===== config.mk =====
export PLATFORM = sky130hd
export DESIGN_NAME = fetch_unit
export DESIGN_NICKNAME = d
export VERILOG_FILES = /design/src/rtl/cpu_types_pkg.sv /design/src/rtl/fetch_pc_sel.sv /design/src/rtl/fetch_unit.sv
export SDC_FILE = /design/constraint.sdc
export NUM_CORES = 1
export LEC_CHECK = 0
export CAP_MARGIN = 10
export CELL_PAD_IN_SITES_DETAIL_PLACEMENT = 0
export CELL_PAD_IN_SITES_GLOBAL_PLACEMENT = 1
export CORE_ASPECT_RATIO = 1.5
export CORE_MARGIN = 10
export CORE_UTILIZATION = 27
export CTS_BUF_LIST = sky130_fd_sc_hd__clkbuf_8
export DETAILED_ROUTE_END_ITERATION = 8
export PLACE_DENSITY_LB_ADDON = 0.1
export SETUP_SLACK_MARGIN = 0.3
export SLEW_MARGIN = 20
export SYNTH_ARGS = -nofsm -noshare
export SYNTH_HDL_FRONTEND = slang
export SYNTH_HIERARCHICAL = 1
export SYNTH_SLANG_ARGS = --single-unit

===== constraint.sdc =====
create_clock -name CLK -period 2.3 [get_ports CLK]
set_input_delay 0.345 -clock CLK [delete_from_list [all_inputs] [get_ports CLK]]
set_output_delay 0.345 -clock CLK [all_outputs]
set_load 0.02 [all_outputs]

===== src/rtl/cpu_types_pkg.sv =====
// cpu_types_pkg: shared word type, fetch FSM states and PC increment
package cpu_types_pkg;
  typedef logic [31:0] word_t;
  typedef enum logic [1:0] {RUN = 2'd0, HOLD = 2'd1, HALTED = 2'd2} fetch_state_t;
  localparam word_t PC_STEP = 32'd4;
endpackage


===== src/rtl/fetch_pc_sel.sv =====
// fetch_pc_sel: priority next-PC/next-state mux and IF/ID strobe decode (FETCH_BUF_EN enables HOLD)
module fetch_pc_sel
  import cpu_types_pkg::*;
(
  input  fetch_state_t state,
  input  word_t        pc,
  input  logic         ihit,
  input  logic         stall,
  input  logic         id_jump,
  input  word_t        id_target,
  input  logic         ex_redirect,
  input  word_t        ex_target,
  input  logic         halt,
  output word_t        pc_d,
  output fetch_state_t state_d,
  output logic         ifw,
  output logic         ifrst
);
  // halt > ex_redirect > stall > id_jump > sequential; a buffered word counts as a hit
  always_comb begin
    pc_d = pc;
    state_d = RUN;
    ifw = 1'b0;
    ifrst = 1'b0;
    if (state == HALTED || halt) begin
      state_d = HALTED;
      ifrst = 1'b1;
    end else if (ex_redirect) begin
      pc_d = {ex_target[31:2], 2'b00};
      ifrst = 1'b1;
    end else if (stall) begin
`ifdef FETCH_BUF_EN
      state_d = (state == HOLD || ihit) ? HOLD : RUN;
`else
      state_d = RUN;
`endif
    end else if (id_jump) begin
      pc_d = {id_target[31:2], 2'b00};
      ifrst = 1'b1;
    end else if (ihit || state == HOLD) begin
      pc_d = pc + PC_STEP;
      ifw = 1'b1;
    end
  end
endmodule


===== src/rtl/fetch_unit.sv =====
// fetch_unit: MIPS IF stage holding PC, state and optional one-entry fetch buffer (FETCH_BUF_EN)
module fetch_unit
  import cpu_types_pkg::*;
#(
  parameter word_t PC_INIT = 32'h0000_0000
) (
  input  logic  CLK,
  input  logic  RST,
  input  logic  ihit,
  input  word_t iload,
  output logic  imemREN,
  output word_t imemaddr,
  input  logic  stall,
  input  logic  id_jump,
  input  word_t id_target,
  input  logic  ex_redirect,
  input  word_t ex_target,
  input  logic  halt,
  output word_t ifinstr,
  output word_t ifJALjump_addr,
  output logic  ifW,
  output logic  ifRST
);
  fetch_state_t state_q, state_d;
  word_t pc_q, pc_d;
  logic ifw, ifrst;
  word_t held_word;

  fetch_pc_sel u_sel (
    .state(state_q), .pc(pc_q), .ihit(ihit), .stall(stall),
    .id_jump(id_jump), .id_target(id_target),
    .ex_redirect(ex_redirect), .ex_target(ex_target), .halt(halt),
    .pc_d(pc_d), .state_d(state_d), .ifw(ifw), .ifrst(ifrst)
  );

  // state and PC registers; reset restarts fetch at PC_INIT
  always_ff @(posedge CLK or posedge RST) begin
    if (RST) begin
      state_q <= RUN;
      pc_q <= PC_INIT;
    end else begin
      state_q <= state_d;
      pc_q <= pc_d;
    end
  end

`ifdef FETCH_BUF_EN
  word_t buf_q, buf_d;

  // capture the hit word when a stall moves RUN into HOLD
  always_comb buf_d = (state_q == RUN && state_d == HOLD) ? iload : buf_q;

  // buffer contents are only meaningful in HOLD, so reset just clears them
  always_ff @(posedge CLK or posedge RST) begin
    if (RST) buf_q <= '0;
    else buf_q <= buf_d;
  end

  assign held_word = buf_q;
`else
  assign held_word = '0;
`endif

  // reset overrides every strobe; word source follows the state
  always_comb begin
    imemaddr = pc_q;
    ifJALjump_addr = pc_q + PC_STEP;
    imemREN = !RST && state_q == RUN;
    ifW = !RST && ifw;
    ifRST = RST || ifrst;
    ifinstr = RST ? '0 : state_q == RUN ? iload : state_q == HOLD ? held_word : '0;
  end
endmodule


==> results.sh <==
export IMPL_synth_top_family_by_area="simple AND/OR/NAND/NOR gates"
export IMPL_via_per_inst=5.47
export IMPL_rsz0062_at_grt="yes"
export IMPL_start_util_pct=27.4
export IMPL_antenna_found_initial=0
export IMPL_hp_class="in -> async"
export IMPL_path_class="reg -> out"
export IMPL_nNetsFinal=882
export IMPL_holdBufCountCts=0
export IMPL_yosysWarnings=6
export IMPL_cts_sinks=34
export IMPL_ys_async_sr_fraction_pct=100
export IMPL_insertion_delay_ns=0.30
export IMPL_status="complete, no violations"
export IMPL_leakagePower_nw=3.06
export IMPL_setup_viol=0
export IMPL_hold_viol_final=0
export IMPL_start_kind="flop"
export IMPL_clkTransAtPathRegs_ns=0.07
export IMPL_holdWs_ns=0.486
export IMPL_io_pin_count=202
export IMPL_synth_xor_area_share_pct=6.69
export IMPL_num_rows=52
export IMPL_grt_ovfl_total=0
export IMPL_place_port_buffers=197
export IMPL_synth_mux_area_share_pct=2.25
export IMPL_grtUsageTotal_pct=19.9
export IMPL_dp_hpwl_um=15300
export IMPL_drv_cap=0
export IMPL_synth_edf_count=0
export IMPL_grt_pass1_wl_um=29800
export IMPL_r2r_setup_slack_ns=0.32
export IMPL_layout_worst_path_cycle_share_pct=95.3
export IMPL_drt_wirelength_per_cell_um=21.0
export IMPL_reg2reg_from="imemaddr[4]"
export IMPL_timing_rr_end="imemaddr[11]"
export IMPL_fin_crit_ns=2.19
export IMPL_die_w_um=115
export IMPL_r2r_cells=7
export IMPL_drc_errors=0
export IMPL_syn_to_final_growth_pct=94.3
export IMPL_max_freq_mhz=456
export IMPL_layout_commonest_cell="clkdlybuf4s50_1"
export IMPL_core_mm2=0.0134
export IMPL_grt_max_degree=35
export IMPL_antenna_cells=0
export IMPL_first_pass_iters=6
export IMPL_irDropWorstVdd_mv=0.334
export IMPL_synthSimpleGateAreaFrac_pct=36.3
export IMPL_syn_cell_area_mm2=0.00367
export IMPL_post_route_util_pct=53.2
export IMPL_timing_final_ws_setup_ns=0.107
export IMPL_seq_area_frac_synth_pct=23.2
export IMPL_drt_initial_drc_count=292
export IMPL_final_layout_size_suffix_gt1_share_pct=35.1
export IMPL_gp_congestion=0.888
export IMPL_die_height_um=163
export IMPL_critical_path_peak_fanout=8
export IMPL_power_density_mw_per_mm2=498
export IMPL_first_global_vias=5316
export IMPL_synth_distinct_cells=68
export IMPL_tightest_slew_ns=0.606
export IMPL_critPathRequiredTime_ns=1.96
export IMPL_layout_common_cells="clkdlybuf4s50_1, buf_4, and2_1"
export IMPL_dp_slack_ns=-0.178
export IMPL_synth_nets=597
export IMPL_synth_area_per_cell_um2=7.45
export IMPL_ys_ff_latch=34
export IMPL_root_buffer="clkbuf_8"
export IMPL_dieArea_mm2=0.0187
export IMPL_clock_skew_ns=0.0109
export IMPL_cts_buffers=5
export IMPL_slew_headroom_pct=59.4
export IMPL_wirelength_um=19800
export IMPL_synth_flop_cell="dfrtp_1"
export IMPL_cts_tree="yes"
export IMPL_cts_max_level=2
export IMPL_synth_compound_area_share_pct=25.5
export IMPL_arrival_ns=1.85
export IMPL_num_vias=5141
export IMPL_worstSetupEndpointType="output port"
export IMPL_drv_slew=0
export IMPL_synth_fa_ha_area_share_pct=0.683
export IMPL_clockBufferDepth=2
export IMPL_synthCells=492
export IMPL_detail_route_antenna_nets=0
==> cell usage after synthesis, types with 6 or more instances <==
cell	n	area (um^2)
nor2_1	34	128
a21oi_1	14	70.1
mux2i_1	6	60.1
nor3_1	15	75.1
and3_1	10	62.6
o21ai_0	40	200
nand2b_1	8	50.1
and2_1	44	275
nor2b_1	6	37.5
o211ai_1	8	60.1
dfrtp_1	34	851
and4_1	8	70.1
xnor2_1	21	184
buf_2	6	30.0
a221oi_1	6	52.6
nand3_1	26	130
o22ai_1	6	37.5
a31oi_1	11	68.8
nand4_1	17	106
nand2_1	45	169
inv_1	11	41.3
a22oi_1	6	45.0
clkbuf_1	17	63.8
xor2_1	7	61.3
==> what timing repair did <==
action | in CTS | in global routing
setup endpoints to repair | 74 | 67
resized for setup | 302 | 86
buffers inserted | 13 | 19
cloned | 2 | 0
pin swaps | 16 | 28
==> where the power goes <==
part	total, mW	switching, mW	internal (mW)
clock network	0.493	0.252	0.241
logic	2.26	1.18	1.08
registers	0.794	0.0872	0.707
total	3.55	1.52	2.03
==> critical path, stage by stage (launching register included) <==
cell     delay (ns)
dfrtp_2        0.38
buf_4          0.12
ha_4           0.15
nand3_4        0.08
nor4_4         0.15
buf_6          0.20
buf_4          0.12
nand2_2        0.05
xnor2_2        0.14
buf_4          0.15
==> metal layers <==
metal | track usage [%] | wire [um] | vias up
met5 | 0 | 0 | -
met2 | 37.7 | 10700 | 234
met4 | 5.25 | 479 | 0
met3 | 6.42 | 1720 | 35
met1 | 20.1 | 6920 | 2471
li1 | - | - | 2401
==> logic make-up after synthesis <==
group,Yosys count
buf+inv,44
fa+ha+maj,2
flops,34
compound gates,136
mux,8
simple gates,239
other cells,1
xor+xnor,28
==> cell type report <==
| class | instances | area [um^2] |
|---|---|---|
| repair buffers | 310 | 2820 |
| multi-input cells | 414 | 3090 |
| well taps | 162 | 203 |
| inverters | 12 | 51.3 |
| flip-flops and latches | 34 | 867 |
| clock buffers | 6 | 82.6 |
| clock inverters | 2 | 12.5 |
| fillers | 1285 | 6280 |
==> sequential cells by signal, indices dropped and copies added (netlist names) <==
signal	flops
imemaddr	32
state_q	2
==> per-stage QoR <==
step           setup TNS [ns]  power (mW)  instances  cell area (um^2)
2_1_floorplan               0        1.81        492              3820
3_3_place_gp            -1.99        2.91        898              6480
3_5_place_dp            -4.16        2.92        898              6480
4_1_cts                     0        3.43        921              6660
5_1_grt               -0.0240        3.76        940              7120
6_report                    0        3.55        940              7120
==> worst max-delay path by stage <==
stage / from / cells after the start / endpoint / slack (ns)
2_1_floorplan: imemaddr[2] / 5 / ifJALjump_addr[28] / 0.20
3_3_place_gp: halt / 6 / ifW / -0.13
3_5_place_dp: imemaddr[3] / 6 / ifJALjump_addr[31] / -0.18
4_1_cts: imemaddr[3] / 7 / ifJALjump_addr[24] / 0.03
5_1_grt: imemaddr[3] / 7 / ifJALjump_addr[31] / -0.02
6_report: imemaddr[3] / 9 / ifJALjump_addr[22] / 0.11
Note: power is estimated with default switching activity, not from simulation.
==> variant, RTL diff (same settings) <==
The option `FETCH_BUF_EN` is turned on by a define.
--- a/src/rtl/fetch_pc_sel.sv
+++ b/src/rtl/fetch_pc_sel.sv
@@ -1,4 +1,6 @@
 // fetch_pc_sel: priority next-PC/next-state mux and IF/ID strobe decode (FETCH_BUF_EN enables HOLD)
+`define FETCH_BUF_EN
+
 module fetch_pc_sel
   import cpu_types_pkg::*;
 (
Check against the original RTL: not equivalent (Yosys sat finds a counterexample within 4 cycles, from zero or initial values and one cycle with RST high).
==> variant against the unedited design <==
Clock skew grew 0.0068 ns; register-to-register slack worse by 0.25 ns; sequential cell count rose by 32; area after synthesis grew 36%; worst setup slack worse by 0.065 ns; wire length is 38% higher; final cell count increased by 21%; critical path depth shrank 2; total power up 19%; cell area increased by 37%; critical path type unchanged.
==> variant: results (changes against the unedited design) <==
- The final wirelength is 27400 µm (+38%).
* Top cells by instance count after synthesis: sky130_fd_sc_hd__dfrtp_1 (66), sky130_fd_sc_hd__nand2_1 (56), sky130_fd_sc_hd__nor2_1 (41)
- Static leakage power: 4.22 nW (+38%)
* Adder-cell share of the synthesized area: 0.503% (-0.18 points)
* Hold Crit Class: reg2reg
- The routed metal-1 wirelength came to 9940 µm (+44%).
* Util after Layout: 54.3% (+1.2 points)
- Detailed Place HPWL: 18800 µm (+23%)
- Clock Skews: 0.0176 ns (+0.00677 ns)
- After synthesis, the cell types taking the most area are sky130_fd_sc_hd__dfrtp_1 (33%), sky130_fd_sc_hd__mux2_2 (6.8%), sky130_fd_sc_hd__a22o_1 (5.6%), sky130_fd_sc_hd__nand2_1 (4.2%), sky130_fd_sc_hd__nand3_1 (3.7%).
* Worst setup slack before clock tree synthesis: -0.297 ns (-0.119 ns)
- Number of different library cells in the post-synthesis netlist: 75 (+10%)
- First-pass GRT wire length: 39700 µm (+33%)
- The clock edge transition at the registers on the reported setup and hold paths came to 0.09 ns (+0.02 ns).
- Via density: 5.52 (+0.91%)
- The global placer's final weighted congestion came to 0.906 (+2.1%).
- Non-Filler Instances: 1133 (+21%)
- The sum of met3 wire segment lengths after detailed routing is 1480 µm (-14%).
- The net total in the final layout came to 1016 (+15%).
- Post-CTS Resized: 438 (+45%)
- Result of the run: finished clean
* Number of buffers created by CTS: 9 (+4)
- The worst endpoint data arrival time is 1.91 ns (+0.06 ns).
- Clock insertion delay at the later pin of the skew report: 0.38 ns (+0.08 ns)
- Max H-tree Level: 3 (+1)
* Vias in the first global route: 6586 (+24%)
* Iteration-0 DRC count of the detailed router: 430 (+47%)
* M1 GR Usage: 22.5% (+2.4 points)
- The post-CTS setup buffer count came to 30 (+17).
* Aggregate global-route resource usage: 21.5% (+1.6 points)
* Worst slew slack as a fraction of its limit: 66.6% (+7.2 points)
- Metal2 WL: 14800 µm (+39%)
- Maximum number of pins on one net before global-route repair: 58 (+66%)
- The global routing met2 resource utilization was 39.3% (+1.6 points).
- Met3 usage in global routing: 3.66% (-2.8 points)
- The net count after synthesis came to 683 (+14%).
- Cell depth of the worst flop-to-flop path: 6 (-1)
- Average cell area after synthesis: 8.60 µm² (+15%)
* Proportion of layout cells with a drive suffix above 1: 43.4% (+8.4 points)
- The largest vdd supply drop was 0.214 mV (-36%).
- XOR/XNOR share of the synthesized area: 4.93% (-1.8 points)
* Proportion of synthesized chip area in sequential cells: 33.2% (+10 points)
## variant: critical path, stage by stage, from the launching register on
cell and delay (ns):
sky130_fd_sc_hd__dfrtp_2 0.45, sky130_fd_sc_hd__buf_6 0.14, sky130_fd_sc_hd__nor3b_4 0.23, sky130_fd_sc_hd__buf_12 0.17
sky130_fd_sc_hd__buf_12 0.11, sky130_fd_sc_hd__buf_16 0.12, sky130_fd_sc_hd__a22o_1 0.18, sky130_fd_sc_hd__buf_6 0.13
## variant: where the power goes
| group | total (mW) | internal [mW] | switching [mW] |
|---|---|---|---|
| clock | 1.24 | 0.720 | 0.525 |
| combinational | 1.68 | 0.776 | 0.900 |
| sequential | 1.32 | 1.24 | 0.0788 |
| total | 4.24 | 2.73 | 1.50 |
## variant: path summary, 6_finish.rpt
kind	start	end	slack (ns)
worst min register to register	buf_q[5]	buf_q[5]	0.52
min in group asynchronous	RST	imemaddr[3]	0.56
max in group asynchronous	RST	imemaddr[11]	1.10
worst max register to register	imemaddr[18]	imemaddr[27]	0.07
worst min-delay path	buf_q[5]	buf_q[5]	0.52
worst max-delay path	state_q[1]	ifinstr[1]	0.04
## variant: layout make-up
type	instances	area share, %
Clock buffer	9	1.27
Clock inverter	7	1.21
Inverter	16	0.613
Multi-Input combinational cell	456	39.6
Sequential cell	66	17.1
Tap cell	217	2.77
Timing Repair Buffer	362	37.4
## variant: logic make-up (layout without fill, tap and decap cells)
kind of cell | count (synthesis) | count (layout)
muxes | 37 | 37
adders and majority gates | 2 | 2
xor gates and xnor gates | 28 | 28
AOI/OAI and AO/OA | 151 | 151
buffers and inverters | 56 | 394
and+or+nand+nor | 238 | 238
DFF | 66 | 66
